`src/rtl/dht11_meas_sched.sv`:
```
// DHT11 measurement scheduler: periodic or on-demand read launch, minimum
// inter-read gap, read timeout, checksum verification with bounded retries,
// and latched humidity/temperature/status for the display path.
//
// Handshake: rd_start is a one-cycle pulse; the reader answers with a
// one-cycle rd_done pulse carrying rd_data. rd_done is only accepted in
// WAIT. req_now is level- or pulse-sensitive and is never dropped: it
// latches into a pending flag that is serviced from IDLE once the gap elapses.
module dht11_meas_sched #(
    parameter int TICK_DIV   = 100_000,
    parameter int PERIOD_MS  = 2000,
    parameter int MIN_GAP_MS = 1100,
    parameter int TIMEOUT_MS = 30,
    parameter int MAX_RETRY  = 3
) (
    input  logic        clk,
    input  logic        reset_p,
    input  logic        req_now,
    output logic        rd_start,
    input  logic        rd_done,
    input  logic [39:0] rd_data,
    output logic [7:0]  humidity,
    output logic [7:0]  temperature,
    output logic        data_valid,
    output logic        err_flag,
    output logic        busy,
    output logic [2:0]  state_dbg
);

    localparam logic [2:0] S_IDLE  = 3'd0;
    localparam logic [2:0] S_START = 3'd1;
    localparam logic [2:0] S_WAIT  = 3'd2;
    localparam logic [2:0] S_CHECK = 3'd3;
    localparam logic [2:0] S_FAIL  = 3'd4;
    localparam logic [2:0] S_GAP   = 3'd5;

    localparam int PW = (TICK_DIV > 1) ? $clog2(TICK_DIV) : 1;
    localparam logic [PW-1:0] PRESC_LAST = PW'(TICK_DIV - 1);
    localparam logic [15:0]   PERIOD_C   = 16'(PERIOD_MS);
    localparam logic [15:0]   GAP_C      = 16'(MIN_GAP_MS);
    localparam logic [15:0]   TIMEOUT_C  = 16'(TIMEOUT_MS);
    localparam logic [2:0]    MAXR_C     = 3'(MAX_RETRY);

    logic [2:0]    state_q, state_d;
    logic [PW-1:0] presc_q;
    logic [15:0]   ms_cnt_q;
    logic [2:0]    retry_q, retry_d;
    logic          pend_q, pend_d;
    logic [39:0]   data_q, data_d;
    logic [7:0]    hum_q, hum_d;
    logic [7:0]    tmp_q, tmp_d;
    logic          valid_q, valid_d;
    logic          err_q, err_d;
    logic          ms_tick;
    logic [7:0]    sum_c;

    assign ms_tick = (presc_q == PRESC_LAST);
    assign sum_c   = data_q[39:32] + data_q[31:24] + data_q[23:16] + data_q[15:8];

    // Free-running millisecond prescaler.
    always_ff @(posedge clk) begin
        if (reset_p || ms_tick) presc_q <= '0;
        else                    presc_q <= presc_q + PW'(1);
    end

    // Per-state millisecond counter: restarts on every state change, saturates.
    always_ff @(posedge clk) begin
        if (reset_p || (state_d != state_q)) ms_cnt_q <= '0;
        else if (ms_tick && (ms_cnt_q != 16'hFFFF)) ms_cnt_q <= ms_cnt_q + 16'd1;
    end

    // Next-state, retry, pending-request and result-register logic.
    always_comb begin
        state_d = state_q;
        retry_d = retry_q;
        pend_d  = pend_q | req_now;
        data_d  = data_q;
        hum_d   = hum_q;
        tmp_d   = tmp_q;
        valid_d = valid_q;
        err_d   = err_q;
        case (state_q)
            S_IDLE: begin
                if ((ms_cnt_q == PERIOD_C) || (pend_d && (ms_cnt_q >= GAP_C)))
                    state_d = S_START;
            end
            S_START: begin
                // A request arriving in the very start cycle stays pending.
                pend_d  = req_now;
                state_d = S_WAIT;
            end
            S_WAIT: begin
                // rd_done has priority over a coincident timeout.
                if (rd_done) begin
                    data_d  = rd_data;
                    state_d = S_CHECK;
                end else if (ms_cnt_q == TIMEOUT_C) begin
                    state_d = S_FAIL;
                end
            end
            S_CHECK: begin
                if (sum_c == data_q[7:0]) begin
                    hum_d   = data_q[39:32];
                    tmp_d   = data_q[23:16];
                    valid_d = 1'b1;
                    err_d   = 1'b0;
                    retry_d = 3'd0;
                    state_d = S_IDLE;
                end else begin
                    state_d = S_FAIL;
                end
            end
            S_FAIL: begin
                if (retry_q < MAXR_C) begin
                    retry_d = retry_q + 3'd1;
                    state_d = S_GAP;
                end else begin
                    // Last good humidity/temperature are kept on exhaustion.
                    valid_d = 1'b0;
                    err_d   = 1'b1;
                    retry_d = 3'd0;
                    state_d = S_IDLE;
                end
            end
            S_GAP: begin
                if (ms_cnt_q == GAP_C) state_d = S_START;
            end
            default: state_d = S_IDLE;
        endcase
    end

    // State and result registers.
    always_ff @(posedge clk) begin
        if (reset_p) begin
            state_q <= S_IDLE;
            retry_q <= 3'd0;
            pend_q  <= 1'b0;
            data_q  <= '0;
            hum_q   <= '0;
            tmp_q   <= '0;
            valid_q <= 1'b0;
            err_q   <= 1'b0;
        end else begin
            state_q <= state_d;
            retry_q <= retry_d;
            pend_q  <= pend_d;
            data_q  <= data_d;
            hum_q   <= hum_d;
            tmp_q   <= tmp_d;
            valid_q <= valid_d;
            err_q   <= err_d;
        end
    end

    assign rd_start    = (state_q == S_START);
    assign humidity    = hum_q;
    assign temperature = tmp_q;
    assign data_valid  = valid_q;
    assign err_flag    = err_q;
    assign busy        = (state_q != S_IDLE);
    assign state_dbg   = state_q;

endmodule

```
`config.mk`:
```
export PLATFORM = sky130hd
export DESIGN_NAME = dht11_meas_sched
export DESIGN_NICKNAME = d
export VERILOG_FILES = /design/src/rtl/dht11_meas_sched.sv
export SDC_FILE = /design/constraint.sdc
export NUM_CORES = 1
export LEC_CHECK = 0
export ABC_AREA = 0
export CORE_MARGIN = 2
export CORE_UTILIZATION = 50
export CTS_BUF_LIST = sky130_fd_sc_hd__clkbuf_4
export CTS_CLUSTER_DIAMETER = 30
export CTS_CLUSTER_SIZE = 12
export DETAILED_ROUTE_END_ITERATION = 7
export GPL_ROUTABILITY_DRIVEN = 0
export PLACE_DENSITY_LB_ADDON = 0.25
export SLEW_MARGIN = 20
export SYNTH_ARGS = -nofsm -noshare
export SYNTH_HDL_FRONTEND = slang
export SYNTH_SLANG_ARGS = --single-unit
export TNS_END_PERCENT = 100
```
`constraint.sdc`:
```
create_clock -name clk -period 5.8 [get_ports clk]
set_input_delay 1.16 -clock clk [delete_from_list [all_inputs] [get_ports clk]]
set_output_delay 1.16 -clock clk [all_outputs]
set_load 0.01 [all_outputs]
```
* Word level (Yosys, flattened, before mapping)
Cells that the tools add are included.
** Word-level totals
- Flip-flop bits (word level) :: 98
- Input bits :: 44
- Output and inout port bits :: 23
** Operators by class
- Eq/ne operators :: 14
- Mux-type cells :: 17
- Add/sub/neg operators :: 6
- Bitwise operators :: 1
- Magnitude comparators :: 2
- Reductions and logical operators :: 12
** Operator list (count)
- $eq A16 B11 Y1 const B :: 2
- $add A8 B8 Y8 :: 3
- $mux W3 :: 8
- $pmux W3 S6 :: 1
- $add A17 B1 Y17 const B :: 1
- $eq A17 B17 Y1 const B :: 1
- $add A16 B1 Y16 const B :: 1
- $eq A16 B5 Y1 const B :: 1
- $ge A16 B11 Y1 const B :: 1
- $ne A16 B16 Y1 const B :: 1
- $eq A8 B8 Y1 :: 1
- $eq A3 B2 Y1 const B :: 2
- $eq A3 B3 Y1 const B :: 2
- $pmux W3 S2 :: 1
- $reduce_and A2 Y1 :: 3
- $mux W1 :: 5
- $ne A2 B2 Y1 const B :: 2
- $pmux W1 S2 :: 2
- $add A3 B1 Y3 const B :: 1
- $eq A3 B1 Y1 const B :: 1
- $logic_not A3 Y1 :: 1
- $logic_or A1 B1 Y1 :: 3
- $lt A3 B2 Y1 const B :: 1
- $ne A3 B3 Y1 :: 1
- other kinds (5) :: 6

* Depth between registers and ports, before layout
- Word-level depth :: 8
- Gate-level depth with buffers :: 13
- Gate-level depth less buffers :: 12

* Worst setup path before layout
OpenSTA, ideal clock, no wires.
- Path kind :: register to register
- Start point :: register data_q[9]
- End point :: register retry_q[0]
- Required time :: 5.668 ns
- Data arrival time :: 3.458 ns
- Clock period less this slack :: 3.590 ns
- Slack :: 2.210 ns
- Stages on the path, launching flop included :: 14
- Cell sequence :: dfxtp_1 fa_1 inv_1 fa_1 inv_1 ha_1 fa_1 xor3_1 nor4_1 o21ai_0 a2111o_1 buf_2 o211ai_1 a21oi_1
** Between the ends
- Cells in the longest elaborated chain, start to end :: 4
** Ends and longest elaborated chain
- from (decl) :: RTL line 49 : logic [39:0] data_q, data_d;
- from (signal assigned) :: RTL line 147 : data_q <= data_d;
- $add A8 B8 Y8 :: RTL line 58 : assign sum_c = data_q[39:32] + data_q[31:24] + data_q[23:16] + data_q[15:8];
- $eq A8 B8 Y1 :: RTL line 102 : if (sum_c == data_q[7:0]) begin
- $ne A2 B2 Y1 (no source line)
- $reduce_and A2 Y1 (no source line)
- to (signal assigned) :: RTL line 145 : retry_q <= retry_d;
- to (decl) :: RTL line 47 : logic [2:0] retry_q, retry_d;
Every way passes these cells.
A chain may end at the register's enable or synchronous reset.

* Worst setup path in the final report
Ends and elaborated chain as after synthesis.

==> results.md <==
- Setup violators final: 0
- Die Wd: 102 um
- Fmax: 243 MHz
- I/O Buffers: 66
- DIE AREA: 10500 um2
- P per Cell Area: 184 nW/um2
- Synth Net Count: 634
- CTS Buffer Depth: 2
- DRT iter0 DRCs: 132
- Grt ovf: 0
- FF-to-FF End: retry_q[0]$_SDFFE_PP0P_
- TritonCTS Buffers: 9
- Outcome: finished, final reports clean
- Wire per inst: 14.5 um
- CP startpoint kind: register
- Hold depth: 2
- LEAKAGE: 2.07 nW
- Net Sw Frac: 24.2%
- H-tree Lvls: 3
- Ant. Diodes: 0
- Final Slew Violations: 0
- Flops & latches, synth: 98
- Number of global-route vias before repair: 3873
- Post-synth EDFFs: 0
- DPL Wire Length: 7830 um
- CP endpoint kind: register
- NumNets Final: 682
- Clock transition at path regs: 0.15 ns
- R2R setup slack: 1.69 ns
- Area Overhead vs Synth: 17.0%
- Crit-path max cell delay: 0.74 ns
- # Post-CTS Setup Buffers: 0
- Fin area: 5670 um2
- Worst reg2reg startpoint: data_q[9]$_SDFFE_PP0P_
- Final Hold Fails: 0
- CTS resizes: 0
- Synthesized cell area: 4850 um2
- Net Sw Power: 0.252 mW
- Worst endpoint data arrival time: 4.42 ns
- Req. time, crit path: 6.11 ns
- # DRC: 0
- Sequential power share: 65.0%
- Initial Util: 52.0%
- Worst path top cell family by delay: adder cells
- Hold Buf Count CTS: 0
- Asr flop ratio synth: 0%
- Clock skew: 0.0245 ns
- Sequential area share after synthesis: 40.5%
- First-pass GRT wire length: 18200 um
- Syn_area_per_cell: 8.59 um2
- Row count: 35
- Die H: 102 um
- Critical Path, Cell by Cell: fa_1 -> inv_1 -> fa_1 -> inv_1 -> ha_1 -> fa_1 -> xor3_1 -> nor4_1 -> o21ai_0 -> a2111o_1 -> o211ai_1 -> a21oi_1
- Pin count of the biggest net entering global routing: 69
- Fin util: 60.8%
- Top cell by count, worst path: fa_1
- TNS Setup: 0 ns
- Routed wire length: 10800 um
- Ys flop type: dfxtp_1
- Worst-Skew Late Latency: 0.44 ns
- Core ar.: 9330 um2
- Clock share of power: 30.6%
- Tmin final: 4.11 ns
- Final ANT Viol Nets: 0
- Ports: 67
- First-pass detailed-route iteration total: 4
- Vias: 4122
- Least-Margin Pin Slew: 0.775 ns
- WHS: 0.474 ns
- Initial antenna violation count: 0
- Maximum fanout along the worst path: 21
- Combinational share of power: 4.5%
- Dpl cell area: 5550 um2
- CP Buf/Inv Count: 2
- Worst R2R Path Depth: 12
- Crit Path Category: register to register
- Cells after Synth: 564
- Hold Path Class: register to register
- Max Cap Viol: 0
- Relative slew margins: 48.2%
- VDD IR max: 0.000154 V
- Root Buffer: clkbuf_4
- Layout cells sized above 1: 6.65%
- RSZ-0062 raised after global routing: no
- Yosys warns: 0
- Synth cell types: 57
- CTS tree: yes
- GRT Util Overall: 21.8%
- Period utilization: 70.9%
- Vias/cell: 5.53
- Crit path max-delay cell type: a2111o_1
- Hold_sp: data_q[30]$_SDFFE_PP0P_
- P_int: 0.791 mW
- Fillers: 846
- Worst hold path endpoint: data_q[30]$_SDFFE_PP0P_
- Clock sink total: 98
-- worst reg2reg max path, cell delays in order (launching register included) --
cell and delay, ns:
dfxtp_1 0.36, fa_1 0.54, inv_1 0.05, fa_1 0.49, inv_1 0.04, ha_1 0.22, fa_1 0.42, xor3_1 0.20
nor4_1 0.28, o21ai_0 0.26, a2111o_1 0.74, o211ai_1 0.29, a21oi_1 0.09
-- cells in the final DEF (no fill, tap or decap), types with 14 or more instances in the layout --
master,synthesis,layout
xor2_1,28,28
nor2_1,35,35
nand3_1,16,16
fa_1,14,14
dfxtp_1,98,98
nand4_1,32,32
inv_1,17,17
a21oi_1,68,68
clkdlybuf4s50_1,0,65
nand2_1,99,99
-- worst max-delay path by stage --
stage / depth (start not counted) / startpoint / slack [ns] / to
after floorplan: 13 / data_q[9]$_SDFFE_PP0P_ / 2.21 / retry_q[0]$_SDFFE_PP0P_
after global placement: 12 / data_q[9]$_SDFFE_PP0P_ / 1.87 / retry_q[0]$_SDFFE_PP0P_
after detailed placement: 12 / data_q[9]$_SDFFE_PP0P_ / 1.69 / retry_q[0]$_SDFFE_PP0P_
after CTS: 12 / data_q[9]$_SDFFE_PP0P_ / 1.70 / retry_q[0]$_SDFFE_PP0P_
after global routing: 12 / data_q[9]$_SDFFE_PP0P_ / 1.40 / retry_q[0]$_SDFFE_PP0P_
final: 12 / data_q[9]$_SDFFE_PP0P_ / 1.69 / retry_q[0]$_SDFFE_PP0P_
-- kinds of logic (layout without fill, tap and decap cells) --
kind of cell / Yosys count / in the layout / share of synthesized area (%)
and+or+nand+nor: 232 / 232 / 23.6
adders and majority gates: 26 / 26 / 8.88
xor gates and xnor gates: 42 / 42 / 8.47
buffers and inverters: 52 / 105 / 4.49
AOI/OAI and AO/OA: 113 / 113 / 13.9
muxes: 1 / 1 / 0.207
DFF: 98 / 98 / 40.5
-- synthesized netlist by cell type (all sizes together) (2+ instances only) --
| cell | count | area share (%) |
|---|---|---|
| buf | 7 | 1.0 |
| or3 | 6 | 0.88 |
| xnor3 | 2 | 0.93 |
| o211ai | 3 | 0.46 |
| ha | 12 | 3.1 |
| or2 | 2 | 0.26 |
| and3 | 8 | 1.0 |
| and2 | 5 | 0.65 |
| a21o | 2 | 0.31 |
| and4 | 4 | 0.72 |
| a211oi | 3 | 0.72 |
| nand4 | 32 | 4.1 |
| nor4b | 2 | 0.36 |
| nand2 | 99 | 7.7 |
| xnor2 | 11 | 2.0 |
| nand3 | 17 | 1.9 |
| clkbuf | 28 | 2.2 |
| inv | 17 | 1.3 |
| dfxtp | 98 | 40 |
| nor2 | 45 | 4.0 |
| nor3 | 2 | 0.21 |
| nor4 | 2 | 0.39 |
| o21ai | 22 | 2.3 |
| a21oi | 68 | 7.0 |
| nor2b | 3 | 0.39 |
| fa | 14 | 5.8 |
| xor2 | 28 | 5.1 |
-- cell type report --
type / instances / area [um2] / area share, %
Sequential cell: 98 / 1960 / 34.6
Tap cell: 129 / 161 / 2.85
Multi-Input combinational cell: 414 / 2670 / 47.0
Clock inverter: 7 / 46.3 / 0.817
Clock buffer: 9 / 67.6 / 1.19
Timing Repair Buffer: 72 / 701 / 12.4
Inverter: 17 / 63.8 / 1.13
-- metrics by stage --
step	total power, mW	instances	worst slack (ns)
floorplan	0.707	564	2.21
global placement	0.739	730	1.87
detailed placement	0.740	730	1.69
CTS	1.05	746	1.70
global route	1.08	746	1.40
finish	1.04	746	1.69
-- registers in the layout, summed over array words and instances (netlist names) --
name and flops:
data_q 40, data_valid 1, err_flag 1, humidity 8, ms_cnt_q 16, pend_q 1, presc_q 17, retry_q 3
state_dbg 3, temperature 8
-- power by group through the flow --
| stage | combinational (mW) | sequential, mW | clock (mW) |
|---|---|---|---|
| global placement | 0.0467 | 0.692 | 0 |
| global route | 0.0505 | 0.679 | 0.350 |
| CTS | 0.0474 | 0.678 | 0.326 |
| floorplan | 0.0154 | 0.692 | 0 |
| finish | 0.0468 | 0.678 | 0.319 |
| detailed placement | 0.0471 | 0.692 | 0 |
-- per-layer routing --
layer  vias to the layer above  part of all wire [%]  GRT usage (%)
met1                      1967                    49           30.1
met2                       102                    45           35.1
met4                         0                   1.7           6.36
met3                        17                   4.2           3.76
li1                       2036                     -              -
met5                         -                     0              0
No activity file was read; power rests on OpenSTA's default activity.
